==> config.mk <==
export PLATFORM = sky130hd
export DESIGN_NAME = channel_select_mux
export DESIGN_NICKNAME = d
export VERILOG_FILES = /design/src/rtl/channel_select_mux_pkg.sv /design/src/rtl/channel_select_mux_rr_arbiter.sv /design/src/rtl/channel_select_mux.sv
export SDC_FILE = /design/constraint.sdc
export NUM_CORES = 1
export LEC_CHECK = 0
export CORE_MARGIN = 3
export CORE_UTILIZATION = 43
export DETAILED_ROUTE_END_ITERATION = 8
export PLACE_DENSITY_LB_ADDON = 0.1
export SYNTH_ARGS = -nofsm -noshare
export SYNTH_HDL_FRONTEND = slang
export SYNTH_HIERARCHICAL = 1
export SYNTH_SLANG_ARGS = --single-unit
==> constraint.sdc <==
create_clock -name clk -period 3.9 [get_ports clk]
set_input_delay 0.585 -clock clk [delete_from_list [all_inputs] [get_ports clk]]
set_output_delay 0.585 -clock clk [all_outputs]
set_load 0.02 [all_outputs]
==> src/rtl/channel_select_mux_pkg.sv <==
// Shared constants for the channel-select datapath blocks.
// Selection-mode encodings are reused by later datapath stages.
package channel_select_mux_pkg;

  localparam logic MODE_ADDR = 1'b0;
  localparam logic MODE_RR   = 1'b1;

endpackage

==> src/rtl/channel_select_mux_rr_arbiter.sv <==
// Round-robin arbiter: finds the first requesting channel at or after ptr,
// wrapping modulo CHANNELS, and reports it as one-hot, index and any-request.
module channel_select_mux_rr_arbiter #(
  parameter  int unsigned CHANNELS = 4,
  localparam int unsigned SEL_W    = $clog2(CHANNELS)
) (
  input  logic [CHANNELS-1:0] req,
  input  logic [SEL_W-1:0]    ptr,
  output logic [CHANNELS-1:0] gnt_c,
  output logic [SEL_W-1:0]    idx_c,
  output logic                any_c
);

  // Scan from the farthest offset down so the closest requester to ptr wins last.
  always_comb begin
    gnt_c = '0;
    idx_c = '0;
    any_c = 1'b0;
    for (int k = CHANNELS - 1; k >= 0; k--) begin
      if (req[SEL_W'(ptr + SEL_W'(k))]) begin
        idx_c = SEL_W'(ptr + SEL_W'(k));
        any_c = 1'b1;
      end
    end
    gnt_c[idx_c] = any_c;
  end

endmodule

==> src/rtl/channel_select_mux.sv <==
// Registered N-channel mux with per-channel valid/ready, addressed or
// round-robin selection, and a single output register stage.
module channel_select_mux
  import channel_select_mux_pkg::*;
#(
  parameter  int unsigned WIDTH    = 8,
  parameter  int unsigned CHANNELS = 4,
  localparam int unsigned SEL_W    = $clog2(CHANNELS)
) (
  input  logic                         clk,
  input  logic                         reset,
  input  logic                         mode,
  input  logic [SEL_W-1:0]             address,
  input  logic [CHANNELS*WIDTH-1:0]    in_data,
  input  logic [CHANNELS-1:0]          in_valid,
  output logic [CHANNELS-1:0]          in_ready,
  output logic [WIDTH-1:0]             out_data,
  output logic [SEL_W-1:0]             out_channel,
  output logic                         out_valid,
  input  logic                         out_ready
);

  logic [WIDTH-1:0]    out_data_q,    out_data_d;
  logic [SEL_W-1:0]    out_channel_q, out_channel_d;
  logic                out_valid_q,   out_valid_d;
  logic [SEL_W-1:0]    rr_ptr_q,      rr_ptr_d;

  logic [CHANNELS-1:0] arb_gnt;
  logic [SEL_W-1:0]    arb_idx;
  logic                arb_any;

  logic                load_en;
  logic                grant;
  logic                xfer;
  logic [SEL_W-1:0]    cand;
  logic [CHANNELS-1:0] cand_oh;
  logic [WIDTH-1:0]    sel_data;

  channel_select_mux_rr_arbiter #(
    .CHANNELS (CHANNELS)
  ) u_rr_arbiter (
    .req   (in_valid),
    .ptr   (rr_ptr_q),
    .gnt_c (arb_gnt),
    .idx_c (arb_idx),
    .any_c (arb_any)
  );

  // Candidate selection, handshake and next-state of the output register.
  always_comb begin
    out_data_d    = out_data_q;
    out_channel_d = out_channel_q;
    out_valid_d   = out_valid_q;
    rr_ptr_d      = rr_ptr_q;
    cand          = '0;
    cand_oh       = '0;
    grant         = 1'b0;
    sel_data      = '0;

    load_en = !out_valid_q || out_ready;

    if (mode == MODE_RR) begin
      cand    = arb_idx;
      cand_oh = arb_gnt;
      grant   = arb_any;
    end else begin
      cand          = address;
      cand_oh[address] = 1'b1;
      grant         = in_valid[address];
    end

    // Reset also blocks the handshake so nothing is accepted while the register is cleared.
    xfer     = load_en && grant && !reset;
    in_ready = xfer ? cand_oh : '0;

    for (int i = 0; i < CHANNELS; i++) begin
      if (cand == SEL_W'(i)) begin
        sel_data = in_data[i*WIDTH +: WIDTH];
      end
    end

    if (xfer) begin
      out_data_d    = sel_data;
      out_channel_d = cand;
      out_valid_d   = 1'b1;
      if (mode == MODE_RR) begin
        rr_ptr_d = SEL_W'(cand + SEL_W'(1));
      end
    end else if (load_en) begin
      out_valid_d = 1'b0;
    end
  end

  always_ff @(posedge clk or posedge reset) begin
    if (reset) begin
      out_data_q    <= '0;
      out_channel_q <= '0;
      out_valid_q   <= 1'b0;
      rr_ptr_q      <= '0;
    end else begin
      out_data_q    <= out_data_d;
      out_channel_q <= out_channel_d;
      out_valid_q   <= out_valid_d;
      rr_ptr_q      <= rr_ptr_d;
    end
  end

  assign out_data    = out_data_q;
  assign out_channel = out_channel_q;
  assign out_valid   = out_valid_q;

endmodule

==> impl_metrics.env <==
export IMPL_status="complete, no violations"
export IMPL_routed_wl_mm=3.12
export IMPL_max_stage_delay_ns=0.56
export IMPL_fin_nets=230
export IMPL_netlist_top_cells_area="dfrtp_1 28%, mux2_4 7.8%, mux2_2 5.9%"
export IMPL_dieWidth_um=57.7
export IMPL_synth_top_area_share_pct=28.3
export IMPL_drv_slew=0
export IMPL_cts_setup_buffers=0
export IMPL_rr_startpoint="rr_ptr_q[1]$_DFFE_PP0P_"
export IMPL_grt_antenna_before_repair=0
export IMPL_critPathMostFrequentCell="clkdlybuf4s50_1"
export IMPL_cap_violations=0
export IMPL_area_growth_synth_to_final_pct=51.4
export IMPL_grtUsageTotal_pct=19.0
export IMPL_start_util_pct=46.0
export IMPL_cts_root_buffer="clkbuf_4"
export IMPL_cts_hold_buf=0
export IMPL_dp_hpwl_mm=2.56
export IMPL_synth_edf_count=0
export IMPL_leakage_nw=0.735
export IMPL_hp_class="reg -> reg"
export IMPL_tightest_slew_ns=0.541
export IMPL_cts_tree="yes"
export IMPL_worstPathArrival_ns=2.73
export IMPL_ant_nets=0
export IMPL_cellPowerDensity_nw_per_um2=490
export IMPL_design_area_um2=1740
export IMPL_cts_sinks=13
export IMPL_crit_reg2reg_capture="out_data[4]$_DFFE_PP0P_"
export IMPL_die_area_um2=3330
export IMPL_syn_avg_cell_area_um2=8.91
export IMPL_holdPathEnd="out_data[7]$_DFFE_PP0P_"
export IMPL_synth_seq_cells=13
export IMPL_tns_ns=0
export IMPL_crit_slowest_cell="or4_1"
export IMPL_yosysTopAreaCell="dfrtp_1"
export IMPL_die_h_um=57.7
export IMPL_htree_levels=1
export IMPL_grt_max_degree=17
export IMPL_synth_fp_nets=175
export IMPL_layout_min_cycle_time_ns=3.32
export IMPL_drive_above_1_share_pct=12.6
export IMPL_worst_setup_path_type="in -> out"
export IMPL_core_region_area_um2=2500
export IMPL_period_share_pct=85.1
export IMPL_firstDrtPassIters=4
export IMPL_clockBufferDepth=2
export IMPL_post_dp_cell_area_um2=1710
export IMPL_ff2ff_path_depth=9
export IMPL_ys_seq_area_share_pct=28.3
export IMPL_grt_pass1_vias=1170
export IMPL_place_gp_congestion=0.905
export IMPL_cp_startpoint="in_valid[0]"
export IMPL_post_drt_wl_per_cell_um=14.7
export IMPL_vdd_drop_max_uv=420
export IMPL_end_kind="primary output"
export IMPL_cts_resized=0
export IMPL_cp_max_fo=9
export IMPL_max_slew_margin_rel_pct=63.9
export IMPL_cts_made_buffers=3
export IMPL_synthDistinctLibCells=34
export IMPL_synthArstFlopShare_pct=100
export IMPL_synthFlopType="dfrtp_1"
export IMPL_syn_cell_area_um2=1150
export IMPL_synth_cells=129
export IMPL_rsz0062_at_grt="false"
export IMPL_path_cells="clkdlybuf4s50_1 -> or4_1 -> nand2_1 -> o221ai_2 -> nand3_2 -> nor2_1 -> clkdlybuf4s50_1"
export IMPL_critPathLaunchType="input pin"
export IMPL_finalHoldViolCount=0
export IMPL_setup_viol=0
export IMPL_setup_ws_ns=0.583
export IMPL_num_rows=18
export IMPL_yosys_warnings=6
export IMPL_via_per_inst=5.37
export IMPL_cp_required_ns=3.31
export IMPL_vias=1144
export IMPL_io_pins=57
export IMPL_r2r_slack_ns=1.24
export IMPL_drc=0
export IMPL_max_freq_ghz=0.301
export IMPL_path_clk_slew_ns=0.09
export IMPL_post_place_ws_ns=0.456
export IMPL_drt_iter0_markers=26
export IMPL_grt_overflow=0
export IMPL_grt_pass1_wl_mm=5.15
export IMPL_holdPathStages=1
export IMPL_antennaDiodeCount=0
export IMPL_clk_latency_ns=0.27
export IMPL_hp_start="out_data[7]$_DFFE_PP0P_"
export IMPL_numPortBuffers=56
export IMPL_clock_skew_final_ns=0.00548
## per-layer routing
layer | vias to the layer above | wire length, µm | track usage [%]
li1 | 575 | - | -
met1 | 528 | 1340 | 26.0
met2 | 39 | 1610 | 32.3
met3 | 2 | 167 | 3.34
met4 | 0 | 7 | 2.65
met5 | - | 0 | 0
## synth_stat cells (4+ instances only)
| cell type | n |
|---|---|
| a21oi_1 | 5 |
| nor2_1 | 11 |
| nand2_1 | 14 |
| inv_1 | 7 |
| ha_1 | 4 |
| mux2_2 | 6 |
| o31ai_1 | 7 |
| dfrtp_1 | 13 |
| a221oi_1 | 7 |
| mux2_4 | 6 |
| nor2b_1 | 10 |
| o21ai_0 | 5 |
## flip-flops by register name, indices dropped and copies added (netlist names)
signal	flops
rr_ptr_q	2
out_valid	1
out_channel	2
out_data	8
## critical path: cells and delay by family
kind / cells / cell delay [ns]
compound gates: 1 / 0.14
buf+inv: 2 / 1.09
simple gates: 4 / 0.92
## power breakdown
part           total, mW  leakage, nW  switching (mW)  internal, mW
Sequential         0.250        0.157          0.0545         0.196
Clock             0.0844       0.0150          0.0448        0.0396
Combinational      0.518        0.563           0.234         0.284
Total              0.853        0.735           0.333         0.520
## cell usage in the layout, fill, tap and decap left out, types with 3 or more instances in the layout
| master | synthesis | final |
|---|---|---|
| ha_1 | 4 | 4 |
| nand2b_1 | 3 | 3 |
| a221oi_1 | 7 | 7 |
| mux2_4 | 6 | 6 |
| clkdlybuf4s50_1 | 0 | 56 |
| dfrtp_1 | 13 | 13 |
| nor2b_1 | 10 | 10 |
| mux2i_1 | 3 | 3 |
| nor2_1 | 11 | 11 |
| nor3_1 | 3 | 3 |
| mux2_2 | 6 | 6 |
| a21oi_1 | 5 | 5 |
| o21ai_0 | 5 | 5 |
| nand2_1 | 14 | 14 |
| inv_1 | 7 | 7 |
| o31ai_1 | 7 | 7 |
| clkbuf_4 | 0 | 3 |
## cell families (layout without fill, tap and decap cells)
logic type      after synthesis  in the layout  synth area share [%]
fa+ha+maj                     4              4                  4.35
compound gates               34             34                  22.5
mux                          15             15                  16.3
simple gates                 48             48                  22.0
buf+inv                      15             69                  6.53
flops                        13             13                  28.3
## stage by stage
stage | hold slack (ns) | util [%] | power (mW) | std cells
4_1_cts | 0.520 | 69.6 | 0.861 | 213
3_3_place_gp | 0.497 | 68.6 | 0.761 | 209
6_report | 0.514 | 69.6 | 0.853 | 213
2_1_floorplan | 0.475 | - | 0.573 | 129
5_1_grt | 0.533 | 69.6 | 0.915 | 213
3_5_place_dp | 0.495 | 68.6 | 0.773 | 209
## how the worst max path moves through the flow
stage / endpoint / slack (ns)
finish: in_ready[0] / 0.58
CTS: in_ready[0] / 0.57
detailed placement: out_data[4]$_DFFE_PP0P_ / 0.46
global route: in_ready[0] / 0.44
global placement: out_data[5]$_DFFE_PP0P_ / 0.56
floorplan: out_data[4]$_DFFE_PP0P_ / 1.44
## final cells by class
class                           instances  area, µm²
Fill cell                             219        759
Multi-Input combinational cell        101        749
Timing Repair Buffer                   58        576
Sequential cell                        13        325
Tap cell                               30       37.5
Clock buffer                            4       26.3
Inverter                                7       26.3
Power figures use the tool's default switching activity.
